### src/rtl/uart_transmitter.sv
// uart_transmitter: serial UART transmitter.
// A frame is one start bit, DATA_WIDTH data bits sent LSB first, an optional
// parity bit and STOP_BITS stop bits. Every bit lasts 16 tick pulses.
// Ports:
//   clk      - clock
//   arst     - asynchronous active-high reset
//   tick     - 16x oversampling enable, one clk wide
//   tx_start - request to send data_in (ignored while tx_busy)
//   data_in  - payload word
//   tx       - serial line, idle high
//   tx_busy  - high while a frame is in progress
//   tx_done  - one-clk pulse at end of frame
module uart_transmitter #(
  parameter int unsigned DATA_WIDTH = 8,
  parameter int unsigned PARITY_EN  = 0,
  parameter int unsigned PARITY_ODD = 0,
  parameter int unsigned STOP_BITS  = 1
) (
  input  logic                  clk,
  input  logic                  arst,
  input  logic                  tick,
  input  logic                  tx_start,
  input  logic [DATA_WIDTH-1:0] data_in,
  output logic                  tx,
  output logic                  tx_busy,
  output logic                  tx_done
);

  localparam int unsigned IDX_W = (DATA_WIDTH > 1) ? $clog2(DATA_WIDTH) : 1;

  typedef enum logic [2:0] {IDLE, START, DATA, PARITY, STOP} state_e;

  state_e                  state_q, state_d;
  logic [3:0]              tick_cnt_q, tick_cnt_d;
  logic [IDX_W-1:0]        bit_idx_q, bit_idx_d;
  logic [DATA_WIDTH-1:0]   shift_q, shift_d;
  logic                    parity_q, parity_d;
  logic                    stop_cnt_q, stop_cnt_d;
  logic                    tx_q, tx_d;
  logic                    busy_q, busy_d;
  logic                    done_q, done_d;
  logic                    bit_end;

  // Last tick of the current bit period.
  assign bit_end = tick && (tick_cnt_q == 4'd15);

  // State and output registers.
  always_ff @(posedge clk or posedge arst) begin
    if (arst) begin
      state_q    <= IDLE;
      tick_cnt_q <= 4'd0;
      bit_idx_q  <= '0;
      shift_q    <= '0;
      parity_q   <= 1'b0;
      stop_cnt_q <= 1'b0;
      tx_q       <= 1'b1;
      busy_q     <= 1'b0;
      done_q     <= 1'b0;
    end else begin
      state_q    <= state_d;
      tick_cnt_q <= tick_cnt_d;
      bit_idx_q  <= bit_idx_d;
      shift_q    <= shift_d;
      parity_q   <= parity_d;
      stop_cnt_q <= stop_cnt_d;
      tx_q       <= tx_d;
      busy_q     <= busy_d;
      done_q     <= done_d;
    end
  end

  // Next-state and next-output logic.
  always_comb begin
    state_d    = state_q;
    tick_cnt_d = tick_cnt_q;
    bit_idx_d  = bit_idx_q;
    shift_d    = shift_q;
    parity_d   = parity_q;
    stop_cnt_d = stop_cnt_q;
    tx_d       = tx_q;
    busy_d     = busy_q;
    done_d     = 1'b0;

    // 4-bit counter wraps 15->0 by itself at each bit boundary.
    if (state_q != IDLE && tick) begin
      tick_cnt_d = tick_cnt_q + 4'd1;
    end

    case (state_q)
      IDLE: begin
        tick_cnt_d = 4'd0;
        if (tx_start) begin
          shift_d    = data_in;
          parity_d   = (^data_in) ^ 1'(PARITY_ODD);
          bit_idx_d  = '0;
          stop_cnt_d = 1'b0;
          tx_d       = 1'b0;
          busy_d     = 1'b1;
          state_d    = START;
        end
      end
      START: begin
        if (bit_end) begin
          tx_d    = shift_q[0];
          shift_d = shift_q >> 1;
          state_d = DATA;
        end
      end
      DATA: begin
        if (bit_end) begin
          if (bit_idx_q == IDX_W'(DATA_WIDTH - 1)) begin
            if (PARITY_EN != 0) begin
              tx_d    = parity_q;
              state_d = PARITY;
            end else begin
              tx_d    = 1'b1;
              state_d = STOP;
            end
          end else begin
            bit_idx_d = bit_idx_q + IDX_W'(1);
            tx_d      = shift_q[0];
            shift_d   = shift_q >> 1;
          end
        end
      end
      PARITY: begin
        if (bit_end) begin
          tx_d    = 1'b1;
          state_d = STOP;
        end
      end
      STOP: begin
        if (bit_end) begin
          if (stop_cnt_q == 1'(STOP_BITS - 1)) begin
            tx_d    = 1'b1;
            busy_d  = 1'b0;
            done_d  = 1'b1;
            state_d = IDLE;
          end else begin
            stop_cnt_d = 1'b1;
          end
        end
      end
      default: begin
        tx_d    = 1'b1;
        busy_d  = 1'b0;
        state_d = IDLE;
      end
    endcase
  end

  assign tx      = tx_q;
  assign tx_busy = busy_q;
  assign tx_done = done_q;

endmodule

### config.mk
export PLATFORM = sky130hd
export DESIGN_NAME = uart_transmitter
export DESIGN_NICKNAME = d
export VERILOG_FILES = /design/src/rtl/uart_transmitter.sv
export SDC_FILE = /design/constraint.sdc
export NUM_CORES = 1
export LEC_CHECK = 0
export BUFFER_PORTS_ARGS = -buffer_cell sky130_fd_sc_hd__buf_2
export CORE_ASPECT_RATIO = 1.1
export CORE_MARGIN = 4
export CORE_UTILIZATION = 50
export CTS_CLUSTER_DIAMETER = 150
export CTS_CLUSTER_SIZE = 10
export DETAILED_ROUTE_END_ITERATION = 6
export PLACE_DENSITY = 0.79
export SLEW_MARGIN = 20
export SYNTH_ARGS = -nofsm -noshare
export SYNTH_HDL_FRONTEND = slang
export SYNTH_SLANG_ARGS = --single-unit
### constraint.sdc
create_clock -name clk -period 2 [get_ports clk]
set_clock_uncertainty 0.1 [all_clocks]
set_input_delay 0.1 -clock clk [delete_from_list [all_inputs] [get_ports clk]]
set_output_delay 0.1 -clock clk [all_outputs]
set_load 0.01 [all_outputs]
==> flow_metrics.tcl <==
set metrics [dict create \
    status "complete, no violations" \
    cts.sinks 21 \
    dp_hpwl_mm 1.46 \
    seq_area_frac_synth 0.468 \
    clkTransAtPathRegs_ns 0.12 \
    layout.cells.non_filler 160 \
    cts_tree "done" \
    cp.required_ns 2.13 \
    die_h_um 57.8 \
    async_flop_share 1.00 \
    period_share 0.919 \
    max_stage_delay_ns 0.45 \
    p_total_mw 1.60 \
    leakagePower_nw 0.629 \
    start_util 0.540 \
    first_iter_violations 14 \
    die_area_sq_mm 0.00308 \
    power.density_mw_per_mm2 1210 \
    wl_mm 2.07 \
    n_antenna_cell 0 \
    syn_area_per_cell_sq_um 10.4 \
    grt_max_degree 22 \
    max_slew_margin 0.475 \
    post-cts-setup-buffers 0 \
    root_buffer "clkbuf_4" \
    nFillCells 189 \
    core_area_sq_mm 0.00208 \
    slowest_stage "a2111oi_4" \
    synthFlopType "dfrtp_1" \
    synth_cell_types 34 \
    cts.path.max_buffers 2 \
    rsz0062_at_grt "no" \
    max_cap_viol_count 0 \
    area_growth_pct 17.7 \
    period_minus_slack_ns 1.84 \
    setup_viol 0 \
    synth_edf_count 0 \
    pin_count 15 \
    post-route-drc-count 0 \
    dp.cells 149 \
    cp_max_fo 9 \
    port-buffer-count 14 \
    route.detailed.wl_per_inst_um 12.9 \
    final_nets 148 \
    postSynthCellCount 108 \
    firstDrtPassIters 4 \
    max-vdd-ir-drop_uv 812 \
    htreeDepth 1 \
    worst_pin_slew_ns 0.787 \
    rows 17 \
    drv_slew 0 \
    layout_common_cells "20 x dfrtp_1, 17 x nor2_1, 14 x buf_2" \
    min_path_type "input port to flip-flop" \
    place_congestion 0.775 \
    grt_pass1_wl_mm 3.66 \
    max_freq_mhz 544 \
    ant_nets 0 \
    cp.arrival_ns 1.97 \
    final_util 0.636 \
    path_cells "ha_1, nand4_4, a2111oi_4, buf_6, nor2_1, a21oi_1" \
    antenna_found_initial 0 \
    setup_tns_ns 0 \
    path_class "flip-flop to flip-flop" \
    cp-start-kind "flip-flop" \
    vias 840 \
    final_hold_viol_count 0 \
    syn_nets 123 \
    overflow 0 \
    endpoint_kind "flip-flop" \
    whs_ns 0.00625 \
    first_global_vias 844 \
    layout_commonest_cell "dfrtp_1" \
    track_usage 0.156 \
    insertion_delay_ns 0.30 \
    ys_ff_latch 21 \
    ys_warn_count 0 \
    vias_per_cell 5.25 \
    cts_buffers 3 \
    drive_gt1_frac 0.258 \
    die_w_um 53.3 \
    syn-cell-area_sq_mm 0.00113 \
]
synth_stat cells, types with 2 or more instances:
cell / count / area (sq um)
dfrtp_1: 20 / 500
nor2_1: 17 / 63.8
mux2i_1: 9 / 90.1
a21oi_1: 8 / 40.0
o21ai_0: 6 / 30.0
nand2_1: 4 / 15.0
ha_1: 3 / 37.5
inv_1: 3 / 11.3
nor3_1: 3 / 15.0
xnor2_1: 3 / 26.3
a21oi_2: 2 / 17.5
a22oi_1: 2 / 15.0
buf_4: 2 / 15.0
buf_6: 2 / 22.5
nand3_1: 2 / 10.0
nor2b_1: 2 / 12.5
o21a_1: 2 / 15.0
xor2_1: 2 / 17.5
cell families (layout without fill, tap and decap cells):
group	Yosys count	in the layout	synth area share
xor gates and xnor gates	5	5	0.0389
and+or+nand+nor	36	36	0.164
muxes	10	10	0.0900
DFF	21	21	0.468
AOI/OAI and AO/OA	25	25	0.159
adders and majority gates	3	3	0.0333
buffers and inverters	8	32	0.0467
sequential cells by signal, summed over array words and instances (netlist names):
register    count
tx              1
tx_busy         1
tx_done         1
state_q         3
tick_cnt_q      4
shift_q         8
bit_idx_q       3
where the power goes:
| group | switching (mW) | total [mW] | internal [mW] |
|---|---|---|---|
| clock | 0.131 | 0.206 | 0.0745 |
| combinational | 0.356 | 0.703 | 0.347 |
| sequential | 0.124 | 0.694 | 0.569 |
stage by stage:
stage	cell area [sq um]	worst slack, ns
after floorplan	1130	0.0660
after global placement	1220	0.133
after detailed placement	1220	0.0700
after CTS	1310	0.0371
after global routing	1330	0.0248
final	1330	0.162
routing by layer:
metal,track usage,share of wire,up-vias,wire length [um]
li1,-,-,429,-
met2,0.245,0.49,14,1010
met4,0.0547,0.0082,0,17
met3,0.0308,0.039,2,81
met1,0.212,0.47,395,962
met5,0,0,-,0
cell type report:
type	count	area, sq um	area share
multi-input combinational	79	553	0.417
sequential	21	527	0.398
timing repair buffer	25	171	0.129
tap	28	35.0	0.0264
clock buffer	3	22.5	0.0170
inverter	3	11.3	0.00850
clock inverter	1	5.00	0.00378
worst max-delay path, delay by kind of cell (launching register included):
kind	cells	cell delay, ns
AOI/OAI and AO/OA	2	0.57
adders and majority gates	1	0.25
buffers and inverters	1	0.18
DFF	1	0.41
and+or+nand+nor	2	0.25
what timing repair did:
action	CTS	global route
endpoints found under the hold margin	25	0
hold buffers	6	0
setup endpoints to repair	0	10
resized for setup	0	4
path summary, 6_finish.rpt:
kind,depth (start not counted),start,slack (ns),endpoint
worst max-delay path,6,tick_cnt_q[0],0.16,shift_q[6]
worst min-delay path,3,data_in[2],0.006,shift_q[2]
worst max register to register,6,tick_cnt_q[0],0.16,shift_q[6]
worst min register to register,2,bit_idx_q[1],0.44,bit_idx_q[1]
max in group asynchronous,3,arst,0.93,shift_q[0]
min in group asynchronous,3,arst,0.37,tx_busy
Power figures use the tool's default switching activity.
